$ cat config.mk
export PLATFORM = sky130hd
export DESIGN_NAME = pc_btb_unit_flat
export DESIGN_NICKNAME = d
export VERILOG_FILES = /design/src/rtl/pc_btb_unit_if.sv /design/src/rtl/pc_btb_unit.sv /design/src/flat_wrapper.sv
export SDC_FILE = /design/constraint.sdc
export NUM_CORES = 1
export LEC_CHECK = 0
export ABC_AREA = 1
export CAP_MARGIN = 20
export CORE_MARGIN = 4
export CORE_UTILIZATION = 50
export CTS_CLUSTER_SIZE = 14
export DETAILED_ROUTE_END_ITERATION = 6
export HOLD_SLACK_MARGIN = 0.02
export PLACE_DENSITY = 0.81
export RECOVER_POWER = 50
export SYNTH_ARGS = -nofsm -noshare
export SYNTH_HDL_FRONTEND = slang
export SYNTH_SLANG_ARGS = --single-unit
$ cat constraint.sdc
create_clock -name clk -period 2.5 [get_ports clk]
set_clock_uncertainty 0.1 [all_clocks]
set_input_delay 0.625 -clock clk [delete_from_list [all_inputs] [get_ports clk]]
set_output_delay 0.625 -clock clk [all_outputs]
set_load 0.005 [all_outputs]
$ cat src/rtl/pc_btb_unit_if.sv
// rtl/pc_btb_unit_if.sv - fetch, redirect and branch-resolve signal bundle for pc_btb_unit
interface pc_btb_unit_if #(
  parameter int Psize = 5
);
  logic             stall;
  logic             mispredict;
  logic [Psize-1:0] recover_pc;
  logic             resolve_valid;
  logic [Psize-1:0] resolve_pc;
  logic             resolve_taken;
  logic [Psize-1:0] resolve_target;
  logic [Psize-1:0] pc;
  logic [Psize-1:0] pc_plus;
  logic             pred_taken;
  logic [Psize-1:0] pred_target;

  modport master (
    output stall, mispredict, recover_pc,
    output resolve_valid, resolve_pc, resolve_taken, resolve_target,
    input  pc, pc_plus, pred_taken, pred_target
  );

  modport slave (
    input  stall, mispredict, recover_pc,
    input  resolve_valid, resolve_pc, resolve_taken, resolve_target,
    output pc, pc_plus, pred_taken, pred_target
  );
endinterface

$ cat src/rtl/pc_btb_unit.sv
// rtl/pc_btb_unit.sv - program counter with direct-mapped branch target buffer
// Predicts at fetch from the current pc and learns from execute-stage branch resolution.
module pc_btb_unit #(
  parameter int Psize = 5,
  parameter int Bsize = 2,
  parameter int Csize = 2
) (
  input  logic           clk,
  input  logic           nreset,
  pc_btb_unit_if.slave   bus
);
  localparam int NENT  = 1 << Bsize;
  localparam int Tsize = Psize - Bsize;
  localparam logic [Csize-1:0] CTR_WT  = Csize'(1) << (Csize - 1);
  localparam logic [Csize-1:0] CTR_WNT = CTR_WT - Csize'(1);
  localparam logic [Csize-1:0] CTR_MAX = '1;

  logic [Psize-1:0] pc_q;
  logic             valid_q  [NENT];
  logic [Tsize-1:0] tag_q    [NENT];
  logic [Psize-1:0] target_q [NENT];
  logic [Csize-1:0] ctr_q    [NENT];

  logic [Bsize-1:0] f_idx;
  logic [Tsize-1:0] f_tag;
  logic [Bsize-1:0] r_idx;
  logic [Tsize-1:0] r_tag;
  logic             f_hit;
  logic             r_hit;
  logic             taken;
  logic [Psize-1:0] pc_inc;
  logic [Psize-1:0] next_fetch;

  assign f_idx  = pc_q[Bsize-1:0];
  assign f_tag  = pc_q[Psize-1:Bsize];
  assign r_idx  = bus.resolve_pc[Bsize-1:0];
  assign r_tag  = bus.resolve_pc[Psize-1:Bsize];
  assign pc_inc = pc_q + Psize'(1);

  // Prediction reads pre-update state, so a same-cycle resolve shows up next cycle.
  always_comb begin
    f_hit      = valid_q[f_idx] && (tag_q[f_idx] == f_tag);
    r_hit      = valid_q[r_idx] && (tag_q[r_idx] == r_tag);
    taken      = f_hit && ctr_q[f_idx][Csize-1];
    next_fetch = taken ? target_q[f_idx] : pc_inc;
  end

  assign bus.pc          = pc_q;
  assign bus.pc_plus     = pc_inc;
  assign bus.pred_taken  = taken;
  assign bus.pred_target = next_fetch;

  always_ff @(posedge clk or negedge nreset) begin
    if (!nreset) begin
      pc_q <= '0;
      for (int i = 0; i < NENT; i++) begin
        valid_q[i]  <= 1'b0;
        tag_q[i]    <= '0;
        target_q[i] <= '0;
        ctr_q[i]    <= CTR_WNT;
      end
    end else begin
      if (bus.mispredict) begin
        pc_q <= bus.recover_pc;
      end else if (!bus.stall) begin
        pc_q <= next_fetch;
      end

      // Training runs independently of stall and redirect.
      if (bus.resolve_valid) begin
        if (r_hit) begin
          if (bus.resolve_taken) begin
            target_q[r_idx] <= bus.resolve_target;
            if (ctr_q[r_idx] != CTR_MAX) begin
              ctr_q[r_idx] <= ctr_q[r_idx] + Csize'(1);
            end
          end else if (ctr_q[r_idx] != '0) begin
            ctr_q[r_idx] <= ctr_q[r_idx] - Csize'(1);
          end
        end else if (bus.resolve_taken) begin
          valid_q[r_idx]  <= 1'b1;
          tag_q[r_idx]    <= r_tag;
          target_q[r_idx] <= bus.resolve_target;
          ctr_q[r_idx]    <= CTR_WT;
        end
      end
    end
  end
endmodule

$ cat src/flat_wrapper.sv
// flat-port wrapper written by rule: the top's interface ports become plain ports
module pc_btb_unit_flat 
#(
  parameter int Psize = 5,
  parameter int Bsize = 2,
  parameter int Csize = 2
)
  (clk, nreset, bus_stall, bus_mispredict, bus_recover_pc, bus_resolve_valid, bus_resolve_pc, bus_resolve_taken, bus_resolve_target, bus_pc, bus_pc_plus, bus_pred_taken, bus_pred_target);
  pc_btb_unit_if #(.Psize(Psize)) bus_i ();
  input  logic clk;
  input  logic nreset;
  input wire logic [$bits(bus_i.stall)-1:0] bus_stall;
  input wire logic [$bits(bus_i.mispredict)-1:0] bus_mispredict;
  input wire logic [$bits(bus_i.recover_pc)-1:0] bus_recover_pc;
  input wire logic [$bits(bus_i.resolve_valid)-1:0] bus_resolve_valid;
  input wire logic [$bits(bus_i.resolve_pc)-1:0] bus_resolve_pc;
  input wire logic [$bits(bus_i.resolve_taken)-1:0] bus_resolve_taken;
  input wire logic [$bits(bus_i.resolve_target)-1:0] bus_resolve_target;
  output wire logic [$bits(bus_i.pc)-1:0] bus_pc;
  output wire logic [$bits(bus_i.pc_plus)-1:0] bus_pc_plus;
  output wire logic [$bits(bus_i.pred_taken)-1:0] bus_pred_taken;
  output wire logic [$bits(bus_i.pred_target)-1:0] bus_pred_target;
  assign bus_i.stall = bus_stall;
  assign bus_i.mispredict = bus_mispredict;
  assign bus_i.recover_pc = bus_recover_pc;
  assign bus_i.resolve_valid = bus_resolve_valid;
  assign bus_i.resolve_pc = bus_resolve_pc;
  assign bus_i.resolve_taken = bus_resolve_taken;
  assign bus_i.resolve_target = bus_resolve_target;
  assign bus_pc = bus_i.pc;
  assign bus_pc_plus = bus_i.pc_plus;
  assign bus_pred_taken = bus_i.pred_taken;
  assign bus_pred_target = bus_i.pred_target;
  pc_btb_unit #(.Psize(Psize), .Bsize(Bsize), .Csize(Csize)) u_core (.clk(clk), .nreset(nreset), .bus(bus_i));
endmodule
# Word level (Yosys, flattened, before mapping)
# Cells that the tools add are included.
totals:
  ff_bits: 49
  word_cells: 86
  output_inout_bits: 16
  input_bits: 21
op_classes:
  n_lt_le_gt_ge: 3
  n_addsub: 3
  reduce_logical: 10
  eq_ne: 5
  n_bitwise: 7
  n_mux: 41
op_table:
  columns: ["operator", "count"]
  rows:
  - ["two-way mux 8 bit", 5]
  - ["two-way mux 5 bit", 6]
  - ["bitwise mux 20 bit", 1]
  - ["bitwise mux 8 bit", 2]
  - ["two-way mux 3 bit", 5]
  - ["binary-select mux 3 bit (select 2 bit)", 2]
  - ["bitwise mux 12 bit", 1]
  - ["binary-select mux 5 bit (select 2 bit)", 1]
  - ["demux 5 bit (select 2 bit)", 1]
  - ["two-way mux 2 bit", 5]
  - ["binary-select mux 2 bit (select 2 bit)", 2]
  - ["bitwise OR 4 bit", 2]
  - ["demux 3 bit (select 2 bit)", 1]
  - ["== test 3 bit", 2]
  - ["greater-or-equal comparator 3 bit, second input constant", 2]
  - ["inverter 2 -> 3 bit", 2]
  - ["nonzero test 2 bit", 3]
  - ["adder 5 x 1 -> 5 bit, second input constant", 1]
  - ["two-way mux 1 bit", 5]
  - ["AND 4 bit", 1]
  - ["binary-select mux 1 bit (select 2 bit)", 2]
  - ["demux 2 bit (select 2 bit)", 1]
  - ["logical AND 1 bit", 4]
  - ["inverter 4 bit", 1]
  - ["other kinds (11)", 11]

# Logic depth before layout (Yosys ltp)
# Gate-level depths: netlist of run 1.
depth:
  depth_word: 10
  ltp_mapped: 14
  ltp_nobuf: 14

# Worst setup path after synthesis of run 1
# OpenSTA, ideal clock, no wires.
synth_path:
  path_kind: "input to register"
  start: "input bus_resolve_pc[0]"
  end: "register u_core.ctr_q[5] in the netlist's numbering"
  arrival_time_ns: 2.120
  required_time_ns: 2.283
  path_slack_ns: 0.163
  setup_time_ns: 0.117
  n_path_buf: 2
  cell_stages: 13
  path_cell_list: "buf_6 nor2_1 a22oi_1 a21boi_0 o21a_1 ha_1 nor2_1 nand3_2 nand2_2 buf_6 nand3_2 nand2_1 nand2_1"
synth_via:
  elab_chain_len: 9
  word_cells_on_any_way: 33
  cone_classes: "2 x add/sub; 2 x order compare; 3 x eq/ne; 18 x mux; 2 x bitwise; 6 x reduce/logical"
synth_rtl:
  columns: ["item", "line", "text"]
  rows:
  - ["from (decl)", "flat_wrapper.sv:16", "input wire logic [$bits(bus_i.resolve_pc)-1:0] bus_resolve_pc;"]
  - ["inverter 2 -> 3 bit (implied by the code) (*)", null, null]
  - ["binary-select mux 2 bit (select 2 bit) (tied with other cells)", null, null]
  - ["two-way mux 2 bit (implied by the code) or logical AND 1 bit (tied branches)", null, null]
  - ["two-way mux 2 bit (on tied branches)", null, null]
  - ["subtractor 2 x 1 -> 2 bit (tied with other cells)", "pc_btb_unit.sv:78", "ctr_q[r_idx] <= ctr_q[r_idx] - Csize'(1);"]
  - ["bitwise mux 8 bit (on tied branches)", "pc_btb_unit.sv:78, pc_btb_unit.sv:75", null]
  - ["two-way mux 8 bit (on tied branches)", "pc_btb_unit.sv:77, pc_btb_unit.sv:74", null]
  - ["two-way mux 8 bit", "pc_btb_unit.sv:72", "if (bus.resolve_taken) begin"]
  - ["two-way mux 8 bit", "pc_btb_unit.sv:71", "if (r_hit) begin"]
  - ["to (signal, indexed assignment)", "pc_btb_unit.sv:75", "ctr_q[r_idx] <= ctr_q[r_idx] + Csize'(1);"]
  - ["to (signal, indexed assignment)", "pc_btb_unit.sv:78", null]
  - ["to (decl)", "pc_btb_unit.sv:22", "logic [Csize-1:0] ctr_q [NENT];"]
# Every way passes the cells marked *; elsewhere a longest branch is shown, timed or not. The select of a mux whose other input is x is not followed.
# A chain may end at the register's enable or synchronous reset.

# Final worst setup path of run 1
layout_path:
  start: "register u_core.pc_q[0], in the netlist u_core.bus.pc[0]"
  end: "output bus_pred_target[3]"
layout_via:
  elab_chain_len: 8
  word_cells_on_any_way: 18
  cone_classes: "1 x add/sub; 1 x eq/ne; 13 x mux; 1 x bitwise; 2 x reduce/logical"
layout_rtl:
  columns: ["item", "line", "text"]
  rows:
  - ["from (decl)", "pc_btb_unit.sv:18", "logic [Psize-1:0] pc_q;"]
  - ["from (signal assigned)", "pc_btb_unit.sv:64", "pc_q <= bus.recover_pc;"]
  - ["from (signal assigned)", "pc_btb_unit.sv:66", "pc_q <= next_fetch;"]
  - ["inverter 2 -> 3 bit (implied by the code)", "pc_btb_unit.sv:42, pc_btb_unit.sv:44, pc_btb_unit.sv:45", null]
  - ["binary-select mux 3 bit (select 2 bit)", "pc_btb_unit.sv:42", "f_hit = valid_q[f_idx] && (tag_q[f_idx] == f_tag);"]
  - ["two-way mux 3 bit (implied by the code) (2 in series)", "pc_btb_unit.sv:42", null]
  - ["== test 3 bit", "pc_btb_unit.sv:42", null]
  - ["logical AND 1 bit", "pc_btb_unit.sv:42", null]
  - ["logical AND 1 bit", "pc_btb_unit.sv:44", "taken = f_hit && ctr_q[f_idx][Csize-1];"]
  - ["two-way mux 5 bit (*)", "pc_btb_unit.sv:45", "next_fetch = taken ? target_q[f_idx] : pc_inc;"]
  - ["to (decl)", "flat_wrapper.sv:22", "output wire logic [$bits(bus_i.pred_target)-1:0] bus_pred_target;"]
# Marks and branches as above.

==> results of run 1 <==
[area by class of cell]
class,instances,area [sq um]
Inverter,34,133
Multi-Input combinational cell,284,1620
Tap cell,72,90.1
Fill cell,391,1330
Timing Repair Buffer,113,960
Sequential cell,49,1230
Clock inverter,2,17.5
Clock buffer,6,82.6
[cell usage after synthesis]
cell type | number | area (sq um)
buf_4 | 1 | 7.51
o22ai_1 | 2 | 12.5
dfstp_2 | 4 | 105
buf_1 | 2 | 7.51
nand3b_1 | 2 | 15.0
nand3_1 | 29 | 145
nor2_8 | 1 | 20.0
nor2_1 | 20 | 75.1
inv_1 | 30 | 113
or2_1 | 1 | 6.26
nand3_2 | 5 | 50.1
a21boi_0 | 1 | 7.51
dfrtp_1 | 45 | 1130
o21ai_1 | 4 | 20.0
a21oi_1 | 11 | 55.1
or2_2 | 1 | 6.26
nor2_4 | 2 | 22.5
nor2_2 | 3 | 18.8
buf_2 | 3 | 15.0
nand3b_2 | 1 | 11.3
a22oi_1 | 3 | 22.5
clkbuf_1 | 3 | 11.3
xor2_1 | 5 | 43.8
nand2_1 | 135 | 507
buf_6 | 2 | 22.5
and2_1 | 5 | 31.3
a21oi_2 | 1 | 8.76
ha_1 | 3 | 37.5
inv_2 | 4 | 15.0
o21a_1 | 1 | 7.51
nand4_1 | 8 | 50.1
xnor2_1 | 1 | 8.76
nand2_2 | 4 | 25.0
o21ai_0 | 35 | 175
[sequential cells by signal, summed over array words and instances, names as in the netlist]
signal / count
u_core.target_q: 20
u_core.tag_q: 12
u_core.ctr_q: 8
u_core.bus.pc: 5
u_core.valid_q: 4
[cells by family after synthesis]
family,Yosys count
flops,49
fa+ha+maj,3
xor+xnor,6
simple gates,217
buf+inv,45
compound gates,58
[metrics by stage]
step | setup TNS (ns) | cell area [sq um] | total power [W]
2_1_floorplan | 0 | 2810 | 0.00158
3_3_place_gp | -3.77 | 3560 | 0.00208
3_5_place_dp | -5.43 | 3560 | 0.00212
4_1_cts | -1.68 | 4010 | 0.00288
5_1_grt | -2.54 | 4140 | 0.00322
6_report | -1.82 | 4140 | 0.00304
[per-layer routing]
metal | GRT usage | up-vias | wire [um]
met4 | 0.140 | 0 | 425
met1 | 0.313 | 1473 | 3670
met5 | 0 | - | 0
met2 | 0.471 | 138 | 4600
met3 | 0.0476 | 46 | 483
li1 | - | 1430 | -
[worst max-delay path: stages, from the launching register on]
cell	delay, ns
dfrtp_2	0.47
clkinv_4	0.10
nand2_2	0.07
nand3_4	0.09
nand2_2	0.07
xor2_2	0.15
nor2_2	0.16
nand2_2	0.12
buf_6	0.15
buf_6	0.11
nand2_4	0.04
and2_4	0.13
buf_6	0.08
[path summary, 6_finish.rpt]
path / slack, ns / endpoint / from
setup / recovery: -0.29 / bus_pred_target[3] / u_core.bus.pc[0]
hold / removal: 0.38 / u_core.ctr_q[0] / u_core.ctr_q[0]
setup reg to reg: -0.22 / u_core.bus.pc[4] / u_core.bus.pc[0]
hold reg to reg: 0.38 / u_core.ctr_q[0] / u_core.ctr_q[0]
max in group asynchronous: 0.96 / u_core.bus.pc[0] / nreset
min in group asynchronous: 0.54 / u_core.tag_q[4] / nreset
[cell usage in the layout (no fill, tap or decap), types with 3 or more instances in the layout]
cell,count
buf_2,3
dfstp_2,4
nand2_1,117
nand4_1,8
and2_4,3
inv_1,28
dlymetal6s2s_1,4
a21oi_1,8
inv_2,5
dfrtp_1,44
buf_4,67
a21oi_2,4
nor2_1,17
buf_6,11
a22oi_1,3
o21ai_1,7
nand3_1,17
nor2_2,6
nand3_2,15
o21ai_0,30
clkbuf_8,6
nand2_4,5
clkdlybuf4s50_1,22
nand2_2,17
[report_power, final]
part	switching, W	total [W]	internal (W)
clock	0.000303	0.000534	0.000231
sequential	0.000131	0.00108	0.000952
combinational	0.000699	0.00142	0.000721
total	0.00113	0.00304	0.00190
[what timing repair did]
item	in CTS	in global routing
endpoints found under the setup margin	16	31
setup buffers	27	6
pin swaps	26	14
resized for setup	75	38
==> results.toml, run 1 <==
[timing]
final_min_period_over_clock_period = 1.12
timing.final.hold_violations = 0
post-route-worst-setup-slack_ns = -0.290
setup-violations-final = 8
whs_ns = 0.377
timing.final.crit_period_ns = 2.79
rsz0062_at_grt = "true"
worstMarginPinSlew_ns = 1.22
slew_viol_final = 0
timing.fmax_ghz = 0.358
max_slew_margin = 0.188

[route]
wl_per_cell_um = 16.4
drt_first_pass_iters = 5
via_count = 3087
drt-total-wl_um = 9180
number_of_routed_nets_with_antenna_violations = 0
post_drt_via_cell_ratio = 5.51
detail_route.drc_violations = 0
drt_iter0_markers = 226

[setup_path]
worst_r2r_path_depth = 18
critical_path_launch_point_type = "register"
crit_fanout = 8
setup.worst_path.end_class = "primary output"
critPathRequiredTime_ns = 1.77
timing.critical_path.arrival_ns = 2.07
timing_worst_setup_path_type = "reg -> out"

[synth]
synth_xor_xnor_area_share = 0.0187
yosysWarnings = 0
synth-simple-area-share = 0.351
synth.mux.area_fraction = 0
synth_cell_types = 34
syn_inst = 378
synth_compound_gate_area_share = 0.110
dominant_combinational_cell_family_by_area_after_synthesis = "simple AND/OR/NAND/NOR gates"
synthesis.nets = 402
syn_area_per_cell_sq_um = 7.42
post_synth_instance_area_sq_um = 2810
synth_adder_area_share = 0.0134
seq_area_frac_synth = 0.439
synth_seq_cells = 49

[pwr]
largest_vdd_supply_drop_mv = 0.539
power-per-cell-area_nw_per_um2 = 734
p_leak_nw = 2.09

[die]
io-pin-count = 37
chipWidth_um = 82.9
core_area_sq_um = 5470
vertical_die_dimension_um = 82.9
die-area_sq_um = 6870
fp-row-count = 27
initial_core_util = 0.513

[layout]
final_layout_size_suffix_gt1_frac = 0.342
areaGrowthSynthToFinish_pct = 47.5
fin_nets = 511
utilization = 0.756
final_cell_count_no_fill = 560
diodes = 0

[placement]
detailedPlacementHpwl_um = 5540
placedCellCount = 525
gpl.final_weighted_congestion = 0.876
dp_worst_setup_slack_ns = -0.383
port_buffers = 36

[global_route]
grt_antenna_before_repair = 0
largest_net_degree_at_the_start_of_global_routing = 50
grt-ovfl-total = 0
wire_length_of_the_first_global_routing_pass_um = 15200
grt_use_total = 0.269
grt_pass1_vias = 3253

[run]
maxcap_viol_count = 0

[clocking]
cts_hold_buffers = 0
clk_latency_ns = 0.31
numCtsBuffers = 5
clk_pin_slew_ns = 0.11
cts-root-to-sink-buffers = 2
tritoncts = "built"
cts_sinks = 49
root_buffer = "clkbuf_8"
number_of_levels_the_h_tree_was_split_into = 2

[outcome]
run_status = "finished, violations left"
violations = "negative setup slack"

[worst_hold_path]
hp-class = "reg -> reg"
count_of_cells_along_the_worst_hold_path = 2
Note: power is estimated with default switching activity, not from simulation.
==> inputs of run 2 (changes only) <==
--- a/config.mk
+++ b/config.mk
@@ -17,3 +17,4 @@
 export SYNTH_ARGS = -nofsm -noshare
 export SYNTH_HDL_FRONTEND = slang
 export SYNTH_SLANG_ARGS = --single-unit
+export TNS_END_PERCENT = 50
==> run 2 against run 1 <==
The run still ends with negative setup slack left. Global-route usage fell by 0.26 points. First-iteration DRC count is 9.3% lower. Combinational power down 4%.
==> results.toml, run 2 (synthesis gave the netlist of run 1 again) <==
[clocking]
cts-root-to-sink-buffers = 2
clk_pin_slew_ns = 0.11
numCtsBuffers = 5
number_of_levels_the_h_tree_was_split_into = 2
cts_sinks = 49
clk_latency_ns = 0.31
root_buffer = "clkbuf_8"
tritoncts = "built"

[die]
io-pin-count = 37
chipWidth_um = 82.9
initial_core_util = 0.513
core_area_sq_um = 5470
die-area_sq_um = 6870
fp-row-count = 27
vertical_die_dimension_um = 82.9

[outcome]
violations = "negative setup slack"
run_status = "finished, violations left"

[timing]
final_min_period_over_clock_period = 1.13
post-route-worst-setup-slack_ns = -0.325
whs_ns = 0.376
slew_viol_final = 0
timing.fmax_ghz = 0.354
timing.final.hold_violations = 0
timing.final.crit_period_ns = 2.83
setup-violations-final = 8
max_slew_margin = 0.189
rsz0062_at_grt = "true"
worstMarginPinSlew_ns = 1.22

[global_route]
met3_track_demand_over_resource_in_global_routing = 0.0486
groute.layer.met1.usage = 0.316
grt_use_total = 0.267
grt_antenna_before_repair = 0
grt-ovfl-total = 0
grt_pass1_vias = 3208
met2_usage = 0.459
wire_length_of_the_first_global_routing_pass_um = 15100
gr-max-usage-layer = "met2"
largest_net_degree_at_the_start_of_global_routing = 50

[run]
maxcap_viol_count = 0

[route]
wl_per_cell_um = 15.8
number_of_routed_nets_with_antenna_violations = 0
drt_first_pass_iters = 5
drt-total-wl_um = 8800
via_count = 3057
detail_route.drc_violations = 0
post_drt_via_cell_ratio = 5.51
drt_iter0_markers = 205

[layout]
diodes = 0
postLayoutCellArea_sq_um = 4050
largest_reg_flops = 20
top_register = "u_core.target_q"
multi_input_comb_area_sq_um = 1580
areaGrowthSynthToFinish_pct = 44.5
layout_commonest_cell = "nand2_1"
final_layout_size_suffix_gt1_frac = 0.325
registers_with_the_highest_flip_flop_counts = "u_core.target_q x20, u_core.tag_q x12, u_core.ctr_q x8"
most_frequent_cells_in_the_layout = "117 x nand2_1, 64 x buf_4, 44 x dfrtp_1"
fillCellCount = 417
fin_nets = 506
final_cell_count_no_fill = 555
seq_area_sq_um = 1230

[placement]
port_buffers = 36
dp_worst_setup_slack_ns = -0.383
gpl.final_weighted_congestion = 0.876
placedCellCount = 525
detailedPlacementHpwl_um = 5540
postPlaceCellArea_sq_um = 3560

[setup_path]
worst_path_largest_cell_delay_ns = 0.47
worst_path_dominant_cell_family = "buffers and inverters"
timing.critical_path.arrival_ns = 2.10
crit_fanout = 7
timing.critical_path.buf_inv = 4
timing_worst_setup_path_type = "reg -> out"
critPathRequiredTime_ns = 1.77
critical_path_launch_point_type = "register"
slowest_stage = "dfrtp_2"
cp_cell_sequence = "buf_6 > o21ai_0 > o21ai_2 > nor2_2 > nand2_2 > buf_6 > buf_6 > nand2_4 > and2_4 > buf_6"
setup.worst_path.end_class = "primary output"
cpMostUsedCell = "buf_6"

[pwr]
p_leak_nw = 2.05
power.total_w = 0.00297
power-per-cell-area_nw_per_um2 = 732
largest_vdd_supply_drop_mv = 0.537

[worst_hold_path]
hp-class = "reg -> reg"
==> run 2: changes by cell type in the layout (fill, tap and decap cells not counted), sizes merged <==
cell and change:
buf -4, clkbuf -1, clkdlybuf4s50 +1, dlymetal6s2s -1
==> run 2: worst min-delay path: stages (launching register included) <==
cell and delay [ns]:
dfstp_2 0.38, nand2_1 0.06, nand2_1 0.05
==> run 2: final timing paths <==
kind,to,slack (ns),cells past startpoint,start
worst min-delay path,u_core.ctr_q[0],0.38,2,u_core.ctr_q[0]
max in group asynchronous,u_core.bus.pc[0],0.96,2,nreset
worst max register to register,u_core.bus.pc[4],-0.22,18,u_core.bus.pc[0]
worst max-delay path,bus_pred_target[3],-0.33,10,u_core.bus.pc[0]
worst min register to register,u_core.ctr_q[0],0.38,2,u_core.ctr_q[0]
min in group asynchronous,u_core.tag_q[0],0.54,2,nreset
==> run 2: power breakdown <==
group | total [W] | switching [W] | internal, W | leakage, nW
clock network | 0.000531 | 0.000301 | 0.000231 | 0.0518
registers | 0.00108 | 0.000127 | 0.000952 | 0.581
logic | 0.00136 | 0.000669 | 0.000689 | 1.41
total | 0.00297 | 0.00110 | 0.00187 | 2.05
==> run 2: metrics by stage <==
stage / utilization / TNS (ns)
after floorplan: - / 0
after global placement: 0.651 / -3.77
after detailed placement: 0.651 / -5.43
after CTS: 0.731 / -1.68
after global routing: 0.741 / -2.52
final: 0.741 / -1.81
==> run 2: final cells by class <==
type                            count  share of cell area
Clock buffer                        6              0.0204
Clock inverter                      2             0.00432
Inverter                           34              0.0327
Multi-Input combinational cell    284               0.390
Sequential cell                    49               0.304
Tap cell                           72              0.0222
Timing Repair Buffer              108               0.227
==> run 2: repair_timing <==
item                       in CTS  in global routing
hold buffers                    0                  0
setup endpoints to repair      16                 28
buffers inserted               26                  2
resized for setup              75                 25
pin swaps                      26                 11
==> run 2: layer usage <==
layer  routed length, um  vias up  share of wire
met5                   0        -              0
met4                 380        0          0.043
met3                 517       44          0.059
met2                4430      146           0.50
met1                3460     1445           0.39
li1                    -     1422              -
==> inputs of run 3 (changes only) <==
--- a/config.mk
+++ b/config.mk
@@ -6,13 +6,15 @@
 export NUM_CORES = 1
 export LEC_CHECK = 0
 export ABC_AREA = 1
+export ABC_CLOCK_PERIOD_IN_PS = 2500
 export CAP_MARGIN = 20
 export CORE_MARGIN = 4
 export CORE_UTILIZATION = 50
 export CTS_CLUSTER_SIZE = 14
 export DETAILED_ROUTE_END_ITERATION = 6
+export DONT_BUFFER_PORTS = 1
 export HOLD_SLACK_MARGIN = 0.02
-export PLACE_DENSITY = 0.81
+export PLACE_DENSITY = 0.73
 export RECOVER_POWER = 50
 export SYNTH_ARGS = -nofsm -noshare
 export SYNTH_HDL_FRONTEND = slang
==> run 3 against run 2 <==
The run still ends with negative setup slack left. Combinational power fell by 36%. Global-route usage fell by 5.8 points. Setup slack improved by 0.27 ns. Cell count fell by 16%. Hold slack got worse by 0.32 ns. Die area did not move. Routed wire length fell by 21%. Sequential power barely moved.
==> results.toml, run 3 (synthesis gave the netlist of run 1 again) <==
[timing]
setup-violations-final = 2
worstMarginPinSlew_ns = 1.09
rsz0062_at_grt = "true"
fin_setup_tns_ns = -0.0693
post-route-worst-setup-slack_ns = -0.0565
timing.final.crit_period_ns = 2.56
max_slew_margin = 0.270
final_min_period_over_clock_period = 1.02
timing.fmax_ghz = 0.391
slew_viol_final = 0
timing.final.hold_violations = 0

[worst_hold_path]
hp-class = "in -> async"

[clocking]
number_of_levels_the_h_tree_was_split_into = 2
clk_pin_slew_ns = 0.09
root_buffer = "clkbuf_8"
clk_latency_ns = 0.30
cts-root-to-sink-buffers = 2
tritoncts = "built"
cts_sinks = 49
numCtsBuffers = 5

[outcome]
run_status = "finished, violations left"
violations = "negative setup slack"

[layout]
top_register = "u_core.target_q"
most_frequent_cells_in_the_layout = "123 x nand2_1, 43 x dfrtp_1, 31 x o21ai_0"
registers_with_the_highest_flip_flop_counts = "u_core.target_q x20, u_core.tag_q x12, u_core.ctr_q x8"
largest_reg_flops = 20
areaGrowthSynthToFinish_pct = 14.1
final_layout_size_suffix_gt1_frac = 0.209
fin_nets = 415
postLayoutCellArea_sq_um = 3200
diodes = 0
utilization = 0.585
fillCellCount = 507
layout_commonest_cell = "nand2_1"

[setup_path]
worst_path_largest_cell_delay_ns = 0.43
setup.worst_path.end_class = "primary output"
cp-startpoint = "u_core.bus.pc[0]"
timing_worst_setup_path_type = "reg -> out"
critical_path_launch_point_type = "register"
crit_fanout = 8
cp_cell_sequence = "buf_8 > nand2_2 > nand3_2 > nand2_2 > xor2_2 > nor2_4 > buf_4 > nand3b_1 > and2_4"
critPathRequiredTime_ns = 1.77
timing.critical_path.arrival_ns = 1.83
slowest_stage = "dfrtp_2"
reg2reg_from = "u_core.ctr_q[7]"
cpMostUsedCell = "nand2_2"

[pwr]
pwr-share-clk = 0.224
p_sw_w = 0.000910
largest_vdd_supply_drop_mv = 0.480
power.combinational.fraction = 0.344
p_leak_nw = 1.58
pwr-share-seq = 0.431
power_switching_share = 0.358
power-per-cell-area_nw_per_um2 = 793
cell_internal_pwr_w = 0.00163

[route]
number_of_routed_nets_with_antenna_violations = 0
detail_route.drc_violations = 0
drt_iter0_markers = 210
wl_per_cell_um = 15.1
via_count = 2494
drt_first_pass_iters = 4
drt-total-wl_um = 6990
post_drt_via_cell_ratio = 5.38

[global_route]
grt_antenna_before_repair = 0
grt-ovfl-total = 0
wire_length_of_the_first_global_routing_pass_um = 11700
largest_net_degree_at_the_start_of_global_routing = 46
grt_pass1_vias = 2408
grt_use_total = 0.209

[placement]
postPlaceCellArea_sq_um = 2910
gpl.final_weighted_congestion = 0.891
detailedPlacementHpwl_um = 4960
port_buffers = 0

[die]
core_area_sq_um = 5470
io-pin-count = 37
chipWidth_um = 82.9
initial_core_util = 0.513
die-area_sq_um = 6870
vertical_die_dimension_um = 82.9
fp-row-count = 27

[run]
maxcap_viol_count = 0
==> run 3: cell types whose count changed in the layout (fill, tap and decap cells not counted), moves of 6 or more <==
cell	before	now
nand2_1	117	123
clkdlybuf4s50_1	23	0
buf_6	10	1
buf_4	64	13
==> run 3: worst paths after layout <==
| kind | to | cells after the start | slack, ns |
|---|---|---|---|
| max | bus_pred_target[1] | 9 | -0.06 |
| min | u_core.ctr_q[2] | 0 | 0.05 |
| max reg2reg | u_core.ctr_q[1] | 10 | 0.53 |
| min reg2reg | u_core.ctr_q[0] | 2 | 0.37 |
| max in group asynchronous | u_core.bus.pc[1] | 1 | 1.14 |
| min in group clk | u_core.target_q[3] | 2 | 0.34 |
==> run 3: final cells by class <==
type                            instances  area [sq um]  share of cell area
Tap cell                               72          90.1              0.0281
Timing Repair Buffer                   17           133              0.0414
Inverter                               34           130              0.0407
Sequential cell                        49          1230               0.385
Multi-Input combinational cell        284          1500               0.470
Clock inverter                          2          38.8              0.0121
Clock buffer                            6          72.6              0.0227
==> run 3: through the flow <==
step	hold WS, ns	total power [W]	instances	worst slack (ns)
6_report	0.0535	0.00254	464	-0.0565
5_1_grt	0.0373	0.00272	464	-0.174
4_1_cts	0.0469	0.00247	464	-0.101
3_5_place_dp	0.231	0.00176	449	0.169
3_3_place_gp	0.231	0.00174	449	0.235
2_1_floorplan	0.229	0.00158	378	0.163
==> run 3: repair_timing <==
item,in CTS,in global routing
cloned,1,0
hold endpoints to repair,45,0
hold buffers,1,0
endpoints found under the setup margin,6,6
gates resized for setup,13,31
pin swaps,10,11
buffers inserted,5,0
==> run 3: critical path: cells and delay by family (launching register included) <==
family	cells	cell delay, ns
flops	1	0.43
simple gates	6	0.64
xor+xnor	1	0.15
buf+inv	2	0.29
==> run 3: power by group through the flow <==
| stage | Combinational (W) | Sequential [W] | Clock [W] |
|---|---|---|---|
| floorplan | 0.000529 | 0.00105 | 0 |
| global placement | 0.000652 | 0.00109 | 0 |
| detailed placement | 0.000667 | 0.00110 | 0 |
| CTS | 0.000800 | 0.00108 | 0.000585 |
| global route | 0.000984 | 0.00111 | 0.000622 |
| finish | 0.000874 | 0.00109 | 0.000569 |
==> run 3: per-layer routing <==
layer,track usage,share of wire,up-vias
li1,-,-,1246
met1,0.264,0.41,1174
met2,0.351,0.50,63
met3,0.0506,0.063,11
met4,0.0669,0.020,0
met5,0,0,-
